==> config.mk <==
export PLATFORM = sky130hd
export DESIGN_NAME = pc_sequencer_flat
export DESIGN_NICKNAME = d
export VERILOG_FILES = /design/src/rtl/cpu_pkg.sv /design/src/rtl/pc_sequencer_if.sv /design/src/rtl/pc_sequencer_pc_next.sv /design/src/rtl/pc_sequencer.sv /design/src/flat_wrapper.sv
export SDC_FILE = /design/constraint.sdc
export NUM_CORES = 1
export LEC_CHECK = 0
export CAP_MARGIN = 20
export CORE_ASPECT_RATIO = 1.25
export CORE_MARGIN = 2
export CORE_UTILIZATION = 30
export DETAILED_ROUTE_END_ITERATION = 16
export PLACE_DENSITY_LB_ADDON = 0.15
export SYNTH_ARGS = -nofsm -noshare
export SYNTH_HDL_FRONTEND = slang
export SYNTH_SLANG_ARGS = --single-unit
==> constraint.sdc <==
create_clock -name clk -period 3.74 [get_ports clk]
set_clock_uncertainty 0.1 [all_clocks]
set_input_delay 0.561 -clock clk [delete_from_list [all_inputs] [get_ports clk]]
set_output_delay 0.561 -clock clk [all_outputs]
set_load 0.02 [all_outputs]
==> src/rtl/cpu_pkg.sv <==
// Shared types and constants for the pc_sequencer slice. The optional
// breakpoint feature elsewhere is guarded by PC_SEQ_BREAKPOINT_EN.
package cpu_pkg;

  localparam int PC_W  = 16;
  localparam int IMM_W = 7;

  localparam logic [PC_W-1:0] HALT_INSN_DEFAULT = 16'hFFFF;

  typedef enum logic [2:0] {
    IDLE  = 3'd0,
    FETCH = 3'd1,
    EXEC  = 3'd2,
    MEM   = 3'd3,
    WB    = 3'd4,
    HALT  = 3'd5
  } seq_state_t;

  function automatic logic [PC_W-1:0] sext_imm(input logic [IMM_W-1:0] imm);
    return {{(PC_W-IMM_W){imm[IMM_W-1]}}, imm};
  endfunction

endpackage

==> src/rtl/pc_sequencer_if.sv <==
// Bus between the sequencer (slave) and imem/decoder/ALU side (master).
// PC_SEQ_BREAKPOINT_EN adds the bp_addr/bp_resume pair.
interface pc_sequencer_if;
  import cpu_pkg::*;

  logic            run;
  logic [PC_W-1:0] instr_in;
  logic            jump;
  logic            branch;
  logic            memwrite;
  logic            regwrite;
  logic            memtoreg;
  logic            is_zero;
  logic [PC_W-1:0] pc;
  logic [PC_W-1:0] ir;
  logic            regwrite_o;
  logic            memwrite_o;
  logic            halted;
  logic [2:0]      state_o;
`ifdef PC_SEQ_BREAKPOINT_EN
  logic [PC_W-1:0] bp_addr;
  logic            bp_resume;
`endif

  modport slave (
`ifdef PC_SEQ_BREAKPOINT_EN
    input  bp_addr, bp_resume,
`endif
    input  run, instr_in, jump, branch, memwrite, regwrite, memtoreg, is_zero,
    output pc, ir, regwrite_o, memwrite_o, halted, state_o
  );

  modport master (
`ifdef PC_SEQ_BREAKPOINT_EN
    output bp_addr, bp_resume,
`endif
    output run, instr_in, jump, branch, memwrite, regwrite, memtoreg, is_zero,
    input  pc, ir, regwrite_o, memwrite_o, halted, state_o
  );

endinterface

==> src/rtl/pc_sequencer_pc_next.sv <==
// Combinational next-PC select: jump, taken branch (sign-extended offset),
// or plain increment. All arithmetic wraps modulo 2^PC_W.
module pc_next
  import cpu_pkg::*;
(
  input  logic [PC_W-1:0] pc_i,
  input  logic [PC_W-4:0] ir_i,
  input  logic            jump_i,
  input  logic            branch_i,
  input  logic            zero_i,
  output logic [PC_W-1:0] next_pc_o
);

  logic [PC_W-1:0] pc_inc;

  always_comb begin
    pc_inc = pc_i + PC_W'(1);
    // Jump keeps the top three PC bits, so targets stay inside the current 8K page.
    if (jump_i)
      next_pc_o = {pc_i[PC_W-1:PC_W-3], ir_i};
    else if (branch_i && zero_i)
      next_pc_o = pc_inc + sext_imm(ir_i[IMM_W-1:0]);
    else
      next_pc_o = pc_inc;
  end

endmodule

==> src/rtl/pc_sequencer.sv <==
// Multi-cycle FETCH/EXEC/MEM/WB sequencer owning pc and ir, emitting one-cycle
// write strobes. Optional fetch breakpoint under PC_SEQ_BREAKPOINT_EN.
module pc_sequencer
  import cpu_pkg::*;
#(
  parameter logic [PC_W-1:0] RESET_PC  = 16'h0000,
  parameter logic [PC_W-1:0] HALT_INSN = HALT_INSN_DEFAULT
) (
  input  logic           clk,
  input  logic           rst,
  pc_sequencer_if.slave  bus
);

  seq_state_t      state_q, state_d;
  logic [PC_W-1:0] pc_q, pc_d;
  logic [PC_W-1:0] ir_q, ir_d;
  logic            z_q, z_d;
  logic            regwrite_q, regwrite_d;
  logic            memwrite_q, memwrite_d;
  logic            halted_q, halted_d;
  logic [PC_W-1:0] next_pc;
  logic            fetch_stall;

  pc_next u_pc_next (
    .pc_i      (pc_q),
    .ir_i      (ir_q[PC_W-4:0]),
    .jump_i    (bus.jump),
    .branch_i  (bus.branch),
    .zero_i    (z_q),
    .next_pc_o (next_pc)
  );

`ifdef PC_SEQ_BREAKPOINT_EN
  assign fetch_stall = (pc_q == bus.bp_addr) && !bus.bp_resume;
`else
  assign fetch_stall = 1'b0;
`endif

  // Strobes are computed on the transition into MEM/WB so they are registered
  // and live for exactly the one cycle spent in that state.
  always_comb begin
    state_d    = state_q;
    pc_d       = pc_q;
    ir_d       = ir_q;
    z_d        = z_q;
    regwrite_d = 1'b0;
    memwrite_d = 1'b0;
    halted_d   = halted_q;
    case (state_q)
      IDLE: begin
        if (bus.run) state_d = FETCH;
      end
      FETCH: begin
        if (!fetch_stall) begin
          ir_d = bus.instr_in;
          if (bus.instr_in == HALT_INSN) begin
            state_d  = HALT;
            halted_d = 1'b1;
          end else begin
            state_d = EXEC;
          end
        end
      end
      EXEC: begin
        z_d = bus.is_zero;
        if (bus.memwrite || bus.memtoreg) begin
          state_d    = MEM;
          memwrite_d = bus.memwrite;
        end else begin
          state_d    = WB;
          regwrite_d = bus.regwrite;
        end
      end
      MEM: begin
        state_d    = WB;
        regwrite_d = bus.regwrite;
      end
      WB: begin
        pc_d    = next_pc;
        state_d = bus.run ? FETCH : IDLE;
      end
      HALT: begin
        state_d  = HALT;
        halted_d = 1'b1;
      end
      default: state_d = IDLE;
    endcase
  end

  always_ff @(posedge clk) begin
    if (rst) begin
      state_q    <= IDLE;
      pc_q       <= RESET_PC;
      ir_q       <= '0;
      z_q        <= 1'b0;
      regwrite_q <= 1'b0;
      memwrite_q <= 1'b0;
      halted_q   <= 1'b0;
    end else begin
      state_q    <= state_d;
      pc_q       <= pc_d;
      ir_q       <= ir_d;
      z_q        <= z_d;
      regwrite_q <= regwrite_d;
      memwrite_q <= memwrite_d;
      halted_q   <= halted_d;
    end
  end

  assign bus.pc         = pc_q;
  assign bus.ir         = ir_q;
  assign bus.regwrite_o = regwrite_q;
  assign bus.memwrite_o = memwrite_q;
  assign bus.halted     = halted_q;
  assign bus.state_o    = state_q;

endmodule

==> src/flat_wrapper.sv <==
// flat-port wrapper written by rule: the top's interface ports become plain ports
module pc_sequencer_flat import cpu_pkg::*;
#(
  parameter logic [PC_W-1:0] RESET_PC  = 16'h0000,
  parameter logic [PC_W-1:0] HALT_INSN = HALT_INSN_DEFAULT
)
  (clk, rst, bus_run, bus_instr_in, bus_jump, bus_branch, bus_memwrite, bus_regwrite, bus_memtoreg, bus_is_zero, bus_pc, bus_ir, bus_regwrite_o, bus_memwrite_o, bus_halted, bus_state_o);
  pc_sequencer_if bus_i ();
  input  logic clk;
  input  logic rst;
  input wire logic [$bits(bus_i.run)-1:0] bus_run;
  input wire logic [$bits(bus_i.instr_in)-1:0] bus_instr_in;
  input wire logic [$bits(bus_i.jump)-1:0] bus_jump;
  input wire logic [$bits(bus_i.branch)-1:0] bus_branch;
  input wire logic [$bits(bus_i.memwrite)-1:0] bus_memwrite;
  input wire logic [$bits(bus_i.regwrite)-1:0] bus_regwrite;
  input wire logic [$bits(bus_i.memtoreg)-1:0] bus_memtoreg;
  input wire logic [$bits(bus_i.is_zero)-1:0] bus_is_zero;
  output wire logic [$bits(bus_i.pc)-1:0] bus_pc;
  output wire logic [$bits(bus_i.ir)-1:0] bus_ir;
  output wire logic [$bits(bus_i.regwrite_o)-1:0] bus_regwrite_o;
  output wire logic [$bits(bus_i.memwrite_o)-1:0] bus_memwrite_o;
  output wire logic [$bits(bus_i.halted)-1:0] bus_halted;
  output wire logic [$bits(bus_i.state_o)-1:0] bus_state_o;
  assign bus_i.run = bus_run;
  assign bus_i.instr_in = bus_instr_in;
  assign bus_i.jump = bus_jump;
  assign bus_i.branch = bus_branch;
  assign bus_i.memwrite = bus_memwrite;
  assign bus_i.regwrite = bus_regwrite;
  assign bus_i.memtoreg = bus_memtoreg;
  assign bus_i.is_zero = bus_is_zero;
  assign bus_pc = bus_i.pc;
  assign bus_ir = bus_i.ir;
  assign bus_regwrite_o = bus_i.regwrite_o;
  assign bus_memwrite_o = bus_i.memwrite_o;
  assign bus_halted = bus_i.halted;
  assign bus_state_o = bus_i.state_o;
  pc_sequencer #(.RESET_PC(RESET_PC), .HALT_INSN(HALT_INSN)) u_core (.clk(clk), .rst(rst), .bus(bus_i));
endmodule
==> metrics.csv, run 1 <==
stage;metric;value;unit
pwr;Leak;1.42;nW
pwr;Cell Pwr Density;295;mW/mm^2
drt;wire length per cell after detailed routing;16.5;um
final_layout;synthesis-to-finish area growth;31.2;%
synth;syn_area_per_cell;7.65;um^2
synth;fraction of registers with async set or reset after synthesis;0;
worst_setup_path;category of the critical setup timing path;reg2reg;
worst_setup_path;maximum net fanout on the critical path;7;
status;run status;finished clean;
grt;global-route total usage across every layer;0.179;
floorplan;horizontal die dimension;91.7;um
drt;via/cell ratio;5.30;
clock_tree;sinks on the clock net;39;
floorplan;Die Footprint;0.0104;mm^2
timing;transition at the pin with the smallest max-transition slack;950;ps
worst_setup_path;worst endpoint data arrival time;3560;ps
worst_setup_path;endpoint kind of the worst setup timing path;flip-flop;
placement;# placed instances;554;
final_layout;diodes inserted;0;
timing;count of endpoints failing setup in the final report;0;
grt;initial antenna violation count;0;
timing;final count of hold timing violations;0;
synth;number of enable-type register cells in the synthesized netlist;0;
final_layout;Fill cells;1005;
grt;global-route wire length before repair;15000;um
clock_tree;clk root buf;clkbuf_16;
floorplan;Core Region;0.00946;mm^2
final_layout;post-route insts no fill;562;
floorplan;starting density of the core;0.305;
clock_tree;Inserted Clock Buffers;5;
grt;Overflow after GRT;0;
timing;Final Critical Period;3450;ps
clock_tree;TritonCTS clock tree;built;
hold_path;worst min-delay path class;reg2reg;
timing;Fmax;290;MHz
floorplan;I/O pin cnt;63;
pwr;Max VDD drop;146;uV
worst_setup_path;Worst EP required;3850;ps
synth;post-synth net total;421;
final_layout;commonest non-fill, non-tap cells in the layout;nand2_1, clkdlybuf4s50_1, a21oi_1;
clock_tree;CTS H-Tree Depth;2;
synth;Seq/Total Area, Yosys;0.271;
clock_tree;source-to-sink clock delay at the later pin of the worst-skew pair;280;ps
placement;placer's final routability congestion estimate;0.883;
final_layout;share of cells above drive strength 1;0.0596;
synth;number of instances in the synthesized netlist;377;
placement;port buffer count;62;
timing;max-slew violation count;0;
drt;detailed-route via count;2976;
worst_setup_path;element type at the critical path start;flip-flop;
synth;Synth warnings;0;
run;number of violations of the max-capacitance limit;0;
drt;total wirelength of the detailed-routed design;9250;um
timing;crit share post-route;0.922;
clock_tree;clock-pin transition on the worst setup and hold timing paths;70;ps
placement;HPWL Detailed;6920;um
clock_tree;# Post-CTS Setup Buffers;0;
drt;violation count after the first detailed-routing iteration;205;
floorplan;number of standard-cell rows in the floorplan;40;
final_layout;Final #Nets;479;
grt;largest net degree at the start of global routing;36;
final_layout;most common cell after layout, fill and taps aside;nand2_1;
timing;accumulated negative setup slack;0;ps
synth;flop and latch count out of synthesis;39;
timing;unrepaired setup endpoints after global routing;false;
clock_tree;number of buffers between clock root and the deepest sink;2;
timing;Rel. slew slack;0.364;
drt;antenna-violating nets left;0;
floorplan;overall die height;114;um
drt;DRC violation count after routing;0;
grt;vias in the first global route;2896;
synth;Main synth FF type;dfxtp_1;
synth;total standard cell area after synthesis;0.00288;mm^2
drt;iteration count of the initial detailed-routing pass;4;
synth;count of cell types in the netlist;58;
==> synth_stat cells, types with 4 or more instances <==
library cell / instances / area (um^2)
xnor2_1: 12 / 105
o22ai_1: 4 / 25.0
nor3_1: 5 / 25.0
nor3b_1: 5 / 37.5
o21bai_1: 6 / 45.0
nand4_1: 7 / 43.8
clkbuf_1: 10 / 37.5
o21a_1: 4 / 30.0
and2_1: 6 / 37.5
a21o_1: 4 / 30.0
mux2i_1: 5 / 50.1
a211oi_1: 4 / 30.0
o21ai_0: 17 / 85.1
nor2_1: 20 / 75.1
dfxtp_1: 39 / 781
xor2_1: 7 / 61.3
inv_1: 7 / 26.3
nand2_1: 69 / 259
a21oi_1: 41 / 205
o211ai_1: 9 / 67.6
nor2b_1: 4 / 25.0
nand3_1: 14 / 70.1
and3_1: 5 / 31.3
o221ai_1: 4 / 35.0
ha_1: 18 / 225
==> flip-flops by register name, indices dropped and copies added, names as in the netlist <==
register and flops:
u_core.bus.halted 1, u_core.bus.ir 16, u_core.bus.memwrite_o 1, u_core.bus.pc 16, u_core.bus.regwrite_o 1, u_core.bus.state_o 3
u_core.z_q 1
==> per-layer routing <==
metal / track usage / vias up / share of wire
li1: - / 1485 / -
met1: 0.237 / 1380 / 0.44
met2: 0.305 / 101 / 0.48
met3: 0.0258 / 10 / 0.066
met4: 0.0488 / 0 / 0.013
met5: 0 / - / 0
==> cell families (layout without fill, tap and decap cells) <==
group,after synthesis,after routing,share of synthesized area
simple gates,157,157,0.273
compound gates,114,114,0.253
flops,39,39,0.271
buf+inv,23,82,0.0347
fa+ha+maj,19,19,0.0850
xor+xnor,19,19,0.0577
mux,6,6,0.0252
==> stage by stage <==
step                 util  area (um^2)  hold slack (ps)  worst slack, ps  power (mW)
detailed placement  0.383         3630              347              305       0.682
CTS                 0.399         3770              358              289        1.12
finish              0.400         3780              350              290        1.11
global placement    0.383         3630              339              402       0.681
global route        0.400         3780              375             39.4        1.16
floorplan               -         2880              388              468       0.586
==> worst paths after layout <==
check / startpoint / endpoint / slack (ps) / cells past startpoint
worst min-delay path: u_core.bus.halted$_SDFFE_PP0P_ / u_core.bus.halted$_SDFFE_PP0P_ / 350 / 2
worst max register to register: u_core.bus.pc[0]$_SDFFE_PP0N_ / u_core.bus.pc[15]$_SDFFE_PP0P_ / 290 / 12
worst min register to register: u_core.bus.halted$_SDFFE_PP0P_ / u_core.bus.halted$_SDFFE_PP0P_ / 350 / 2
worst max-delay path: u_core.bus.pc[0]$_SDFFE_PP0N_ / u_core.bus.pc[15]$_SDFFE_PP0P_ / 290 / 12
==> power breakdown <==
part           total [mW]  switching, mW  internal [mW]
Sequential          0.462         0.0277          0.435
Combinational       0.211          0.113         0.0976
Clock               0.442          0.192          0.250
Total                1.11          0.333          0.782
==> repair_timing <==
action / in CTS / in global routing
setup endpoints to repair: 0 / 1
resized for setup: 0 / 2
hold buffers: 0 / 0
==> worst max-delay path, cell delays in order (launching register included) <==
cell and delay [ps]:
dfxtp_1 440, ha_2 270, nand2_1 80, nor3_1 200, xnor2_1 170, inv_1 60
ha_1 430, a21oi_2 80, o21ai_0 410, a211oi_1 160, a211oi_2 320, mux4_2 530
o2111ai_1 110
==> final cells by class <==
type	count	area [um^2]	share of cell area
Sequential cell	39	781	0.206
Multi-Input combinational cell	315	2010	0.532
Clock buffer	5	125	0.0331
Clock inverter	3	23.8	0.00628
Inverter	7	26.3	0.00694
Timing Repair Buffer	67	658	0.174
Tap cell	126	158	0.0417
Note: power is estimated with default switching activity, not from simulation.
==> run 2, diff against run 1 <==
Settings changed: CORE_MARGIN 2 to default.
==> metrics.csv, run 2 (same netlist as run 1, synthesis figures left out) <==
stage;metric;value;unit;change
pwr;Cell Pwr Density;306;mW/mm^2;was 295 mW/mm^2
worst_setup_path;worst-path cell chain;ha_1 -> nand3_1 -> or4b_1 -> nand2_1 -> ha_1 -> a21oi_1 -> o21ai_0 -> a22o_1 -> a211oi_2 -> mux4_2 -> o2111ai_1;;was ha_2 -> nand2_1 -> nor3_1 -> xnor2_1 -> inv_1 -> ha_1 -> a21oi_2 -> o21ai_0 -> a211oi_1 -> a211oi_2 -> mux4_2 -> o2111ai_1
worst_setup_path;cell type of the slowest stage on the worst timing path;or4b_1;;was mux4_2
drt;DRC violation count after routing;0;;unchanged
worst_setup_path;endpoint kind of the worst setup timing path;flip-flop;;unchanged
final_layout;synthesis-to-finish area growth;31.8;%;was 31.2%
worst_setup_path;cell depth of the worst flop-to-flop path;11;;was 12
timing;slack of the critical path;317;ps;was 290 ps
grt;met3 track demand over resource in global routing;0.0385;;was 0.0258
timing;final count of hold timing violations;0;;unchanged
placement;placer's final routability congestion estimate;0.875;;was 0.883
timing;Rel. slew slack;0.346;;was 0.364
placement;minimum setup slack after placement;340;ps;was 305 ps
final_layout;Final #Nets;481;;was 479
grt;Top Usage Layer GRT;met2;;unchanged
worst_setup_path;CP Depth;11;;was 12
status;run status;finished clean;;unchanged
placement;post-detailed-placement cell area;0.00364;mm^2;was 0.00363 mm^2
worst_setup_path;worst endpoint data arrival time;3530;ps;was 3560 ps
final_layout;diodes inserted;0;;unchanged
grt;largest net degree at the start of global routing;31;;was 36
final_layout;commonest non-fill, non-tap cells in the layout;nand2_1, clkdlybuf4s50_1, a21oi_1;;unchanged
grt;global-route total usage across every layer;0.195;;was 0.179
worst_setup_path;startpoint of the most critical setup path;u_core.bus.pc[0]$_SDFFE_PP0N_;;unchanged
final_layout;cell area after layout;0.00380;mm^2;was 0.00378 mm^2
pwr;Leak;1.43;nW;was 1.42 nW
clock_tree;sinks on the clock net;39;;unchanged
placement;HPWL Detailed;7130;um;was 6920 um
floorplan;horizontal die dimension;89.7;um;was 91.7 um
run;number of violations of the max-capacitance limit;0;;unchanged
drt;detailed-route via count;2947;;was 2976
grt;met2 routing resource usage after global routing;0.328;;was 0.305
placement;port buffer count;62;;unchanged
final_layout;most common cell after layout, fill and taps aside;nand2_1;;unchanged
clock_tree;Inserted Clock Buffers;5;;unchanged
worst_setup_path;category of the critical setup timing path;reg2reg;;unchanged
worst_setup_path;R2R Path Start;u_core.bus.pc[0]$_SDFFE_PP0N_;;unchanged
worst_setup_path;CP bufs+invs;0;;was 1
worst_setup_path;Worst EP required;3840;ps;was 3850 ps
drt;iteration count of the initial detailed-routing pass;4;;unchanged
floorplan;Die Footprint;0.0100;mm^2;was 0.0104 mm^2
clock_tree;cts repair resizes;0;;unchanged
floorplan;starting density of the core;0.313;;was 0.305
worst_setup_path;peak per-stage delay on the critical path;530;ps;about the same
timing;transition at the pin with the smallest max-transition slack;977;ps;was 950 ps
worst_setup_path;CP dominant cell by count;ha_1;;
timing;Fmax;292;MHz;was 290 MHz
pwr;Max VDD drop;247;uV;was 146 uV
drt;violation count after the first detailed-routing iteration;121;;was 205
clock_tree;clock-pin transition on the worst setup and hold timing paths;60;ps;was 70 ps
floorplan;I/O pin cnt;63;;unchanged
timing;accumulated negative setup slack;0;ps;unchanged
worst_setup_path;element type at the critical path start;flip-flop;;unchanged
hold_path;hold_sp;u_core.bus.ir[15]$_SDFFE_PP0N_;;was u_core.bus.halted$_SDFFE_PP0P_
timing;max-slew violation count;0;;unchanged
clock_tree;TritonCTS clock tree;built;;unchanged
final_layout;share of cells above drive strength 1;0.0572;;was 0.0596
worst_setup_path;maximum net fanout on the critical path;8;;was 7
floorplan;overall die height;112;um;was 114 um
final_layout;utilization after layout;0.412;;was 0.400
clock_tree;number of hold-repair buffers added at the cts stage;0;;unchanged
pwr;total power after layout;1.16;mW;was 1.11 mW
timing;count of endpoints failing setup in the final report;0;;unchanged
clock_tree;source-to-sink clock delay at the later pin of the worst-skew pair;280;ps;about the same
drt;via/cell ratio;5.26;;was 5.30
hold_path;Hold Crit Depth;2;;unchanged
hold_path;worst min-delay path class;reg2reg;;unchanged
timing;unrepaired setup endpoints after global routing;false;;unchanged
timing;Final Critical Period;3420;ps;was 3450 ps
grt;initial antenna violation count;0;;unchanged
clock_tree;CTS H-Tree Depth;2;;unchanged
timing;crit share post-route;0.915;;was 0.922
grt;met1 capacity usage during global routing;0.243;;was 0.237
clock_tree;# Post-CTS Setup Buffers;0;;unchanged
grt;vias in the first global route;2865;;was 2896
drt;wire length per cell after detailed routing;16.6;um;was 16.5 um
drt;total wirelength of the detailed-routed design;9290;um;was 9250 um
clock_tree;clk root buf;clkbuf_16;;unchanged
grt;Overflow after GRT;0;;unchanged
drt;antenna-violating nets left;0;;unchanged
floorplan;number of standard-cell rows in the floorplan;39;;was 40
worst_setup_path;dominant delay contributor by cell family on the critical path;compound AO/OA/AOI/OAI gates;;unchanged
floorplan;Core Region;0.00922;mm^2;was 0.00946 mm^2
grt;global-route wire length before repair;14800;um;was 15000 um
clock_tree;number of buffers between clock root and the deepest sink;2;;unchanged
[run 2: cell types whose count changed in the layout (fill, tap and decap cells not counted)]
cell        change
buf_4           +2
ha_2            -1
ha_1            +1
clkinvlp_4      -1
inv_6           -1
xnor2_2         -1
bufinv_16       +1
xnor2_1         +1
[run 2: power breakdown]
| part | internal [mW] | switching, mW |
|---|---|---|
| logic | 0.0986 | 0.115 |
| clock network | 0.311 | 0.178 |
| registers | 0.435 | 0.0263 |
| total | 0.844 | 0.319 |
[run 2: worst paths after layout]
check	slack (ps)	endpoint
hold / removal	360	u_core.bus.ir[15]$_SDFFE_PP0N_
hold reg to reg	360	u_core.bus.ir[15]$_SDFFE_PP0N_
setup / recovery	320	u_core.bus.pc[15]$_SDFFE_PP0P_
setup reg to reg	320	u_core.bus.pc[15]$_SDFFE_PP0P_
[run 2: through the flow]
| stage | hold WS [ps] | cells |
|---|---|---|
| after CTS | 355 | 560 |
| after floorplan | 388 | 377 |
| after global placement | 343 | 553 |
| after global routing | 361 | 560 |
| final | 356 | 560 |
| after detailed placement | 341 | 553 |
[run 2: area by class of cell]
type | count | area (um^2)
clock buffers | 5 | 125
fillers | 976 | 5420
inverters | 7 | 26.3
multi-input cells | 315 | 2000
well taps | 123 | 154
repair buffers | 69 | 673
flip-flops and latches | 39 | 781
clock inverters | 2 | 37.5
[run 2: worst min-delay path: stages, from the launching register on]
cell,delay (ps)
dfxtp_1,310
nand2_1,50
a21oi_1,50
[run 2: metal layers]
metal  part of all wire  wire length, um
met3              0.057              530
met1               0.44             4060
met5                  0                0
met4              0.022              209
met2               0.48             4500
==> run 3, diff against run 2 <==
Settings changed: CTS_CLUSTER_DIAMETER from default to 30, RECOVER_POWER from default to 100, SLEW_MARGIN from default to 10.
==> metrics.csv, run 3 (same netlist as run 1, synthesis figures left out) <==
stage;metric;value;unit;change
pwr;Max VDD drop;246;uV;was 247 uV
grt;initial antenna violation count;0;;unchanged
worst_setup_path;element type at the critical path start;flip-flop;;unchanged
final_layout;Fill cells;978;;was 976
timing;final count of hold timing violations;0;;unchanged
clock_tree;source-to-sink clock delay at the later pin of the worst-skew pair;290;ps;was 280 ps
final_layout;commonest non-fill, non-tap cells in the layout;nand2_1, a21oi_1, dlygate4sd3_1, dfxtp_1, clkdlybuf4s50_1;;was nand2_1, clkdlybuf4s50_1, a21oi_1
timing;crit share post-route;0.912;;was 0.915
grt;vias in the first global route;2865;;unchanged
clock_tree;sinks on the clock net;39;;unchanged
floorplan;number of standard-cell rows in the floorplan;39;;unchanged
floorplan;I/O pin cnt;63;;unchanged
worst_setup_path;endpoint kind of the worst setup timing path;flip-flop;;unchanged
timing;transition at the pin with the smallest max-transition slack;1570;ps;was 977 ps
final_layout;Reg area;781;um^2;unchanged
clock_tree;cts repair resizes;0;;unchanged
drt;iteration count of the initial detailed-routing pass;4;;unchanged
timing;Rel. slew slack;-0.0498;;was 0.346
pwr;Leak;1.54;nW;was 1.43 nW
pwr;Cell Pwr Density;305;mW/mm^2;was 306 mW/mm^2
final_layout;diodes inserted;0;;unchanged
timing;count of endpoints failing setup in the final report;0;;unchanged
clock_tree;clock-pin transition on the worst setup and hold timing paths;60;ps;about the same
status;violated checks;max-capacitance violations, max-slew violations;;
pwr;switching power;0.320;mW;was 0.319 mW
pwr;Cell Int Power;0.837;mW;was 0.844 mW
floorplan;Core Region;0.00922;mm^2;unchanged
pwr;relative contribution of sequential cells to total power;0.398;;was 0.396
drt;DRC violation count after routing;0;;unchanged
final_layout;utilization after layout;0.411;;was 0.412
clock_tree;number of buffers between clock root and the deepest sink;2;;unchanged
drt;via/cell ratio;5.25;;was 5.26
grt;global-route wire length before repair;14800;um;unchanged
final_layout;synthesis-to-finish area growth;31.5;%;was 31.8%
timing;unrepaired setup endpoints after global routing;false;;unchanged
floorplan;horizontal die dimension;89.7;um;unchanged
grt;Overflow after GRT;0;;unchanged
drt;detailed-route via count;2940;;was 2947
pwr;Clk network pwr share;0.424;;was 0.420
drt;wire length per cell after detailed routing;16.5;um;was 16.6 um
run;number of violations of the max-capacitance limit;1;;was 0
placement;port buffer count;62;;unchanged
clock_tree;TritonCTS clock tree;built;;unchanged
worst_setup_path;maximum net fanout on the critical path;8;;unchanged
floorplan;Die Footprint;0.0100;mm^2;unchanged
placement;HPWL Detailed;7130;um;unchanged
status;run status;finished, violations left;;was finished clean
worst_setup_path;category of the critical setup timing path;reg2reg;;unchanged
timing;max-slew violation count;31;;was 0
grt;largest net degree at the start of global routing;31;;unchanged
final_layout;Final #Nets;481;;unchanged
worst_setup_path;Worst EP required;3840;ps;about the same
drt;total wirelength of the detailed-routed design;9240;um;was 9290 um
pwr;Switching Fraction;0.277;;was 0.274
clock_tree;CTS H-Tree Depth;2;;unchanged
timing;accumulated negative setup slack;0;ps;unchanged
floorplan;starting density of the core;0.313;;unchanged
clock_tree;# Post-CTS Setup Buffers;0;;unchanged
final_layout;share of cells above drive strength 1;0.0526;;was 0.0572
final_layout;most common cell after layout, fill and taps aside;nand2_1;;unchanged
worst_setup_path;worst endpoint data arrival time;3510;ps;was 3530 ps
pwr;share of power burned in combinational logic;0.178;;was 0.184
clock_tree;Inserted Clock Buffers;5;;unchanged
clock_tree;number of hold-repair buffers added at the cts stage;0;;unchanged
floorplan;overall die height;112;um;unchanged
pwr;total power after layout;1.16;mW;about the same
hold_path;worst min-delay path class;reg2reg;;unchanged
final_layout;area used by multi-input combinational logic;0.00200;mm^2;unchanged
placement;placer's final routability congestion estimate;0.875;;unchanged
timing;Fmax;293;MHz;was 292 MHz
clock_tree;clk root buf;clkbuf_16;;unchanged
drt;antenna-violating nets left;0;;unchanged
timing;worst slack on hold paths;349;ps;was 356 ps
drt;violation count after the first detailed-routing iteration;116;;was 121
timing;Final Critical Period;3410;ps;was 3420 ps
grt;global-route total usage across every layer;0.195;;unchanged
run 3: changes by cell type in the layout (fill, tap and decap cells not counted), sizes merged:
cell	previous run	this run
buf	7	5
dlygate4sd3	0	39
clkdlybuf4s50	62	23
clkbuf	5	7
run 3: routing by layer:
layer / wire, um / GRT usage
met1: 4130 / 0.243
met2: 4450 / 0.328
met3: 446 / 0.0385
met4: 208 / 0.0646
met5: 0 / 0
run 3: critical path: stages (launching register included):
cell       delay (ps)
dfxtp_1           430
ha_1              270
nand3_1           190
or4b_1            530
nand2_1            90
ha_1              290
and4_1            220
and3_1            160
and3_1            180
a211oi_2          220
mux4_2            520
o2111ai_1         110
run 3: worst paths after layout:
| check | start | end | slack (ps) | cells after the start |
|---|---|---|---|---|
| setup / recovery | u_core.bus.pc[0]$_SDFFE_PP0N_ | u_core.bus.pc[15]$_SDFFE_PP0P_ | 330 | 11 |
| hold / removal | u_core.bus.halted$_SDFFE_PP0P_ | u_core.bus.halted$_SDFFE_PP0P_ | 350 | 2 |
| setup reg to reg | u_core.bus.pc[0]$_SDFFE_PP0N_ | u_core.bus.pc[15]$_SDFFE_PP0P_ | 330 | 11 |
| hold reg to reg | u_core.bus.halted$_SDFFE_PP0P_ | u_core.bus.halted$_SDFFE_PP0P_ | 350 | 2 |
run 3: through the flow:
stage | worst slack (ps) | area (um^2) | std cells
5_1_grt | 93.1 | 3790 | 560
6_report | 331 | 3790 | 560
3_3_place_gp | 436 | 3640 | 553
3_5_place_dp | 340 | 3640 | 553
4_1_cts | 329 | 3800 | 560
2_1_floorplan | 468 | 2880 | 377
run 3: power by group through the flow:
stage               Clock [mW]  Combinational, mW  Sequential (mW)
floorplan                    0              0.101            0.485
finish                   0.491              0.206            0.460
CTS                      0.503              0.214            0.462
detailed placement           0              0.213            0.471
global route             0.517              0.225            0.464
global placement             0              0.213            0.470
run 3: cell type report:
type,instances,area share
multi-input cells,315,0.528
clock buffers,5,0.0330
well taps,123,0.0406
flip-flops and latches,39,0.206
inverters,7,0.00693
clock inverters,2,0.00990
repair buffers,69,0.176
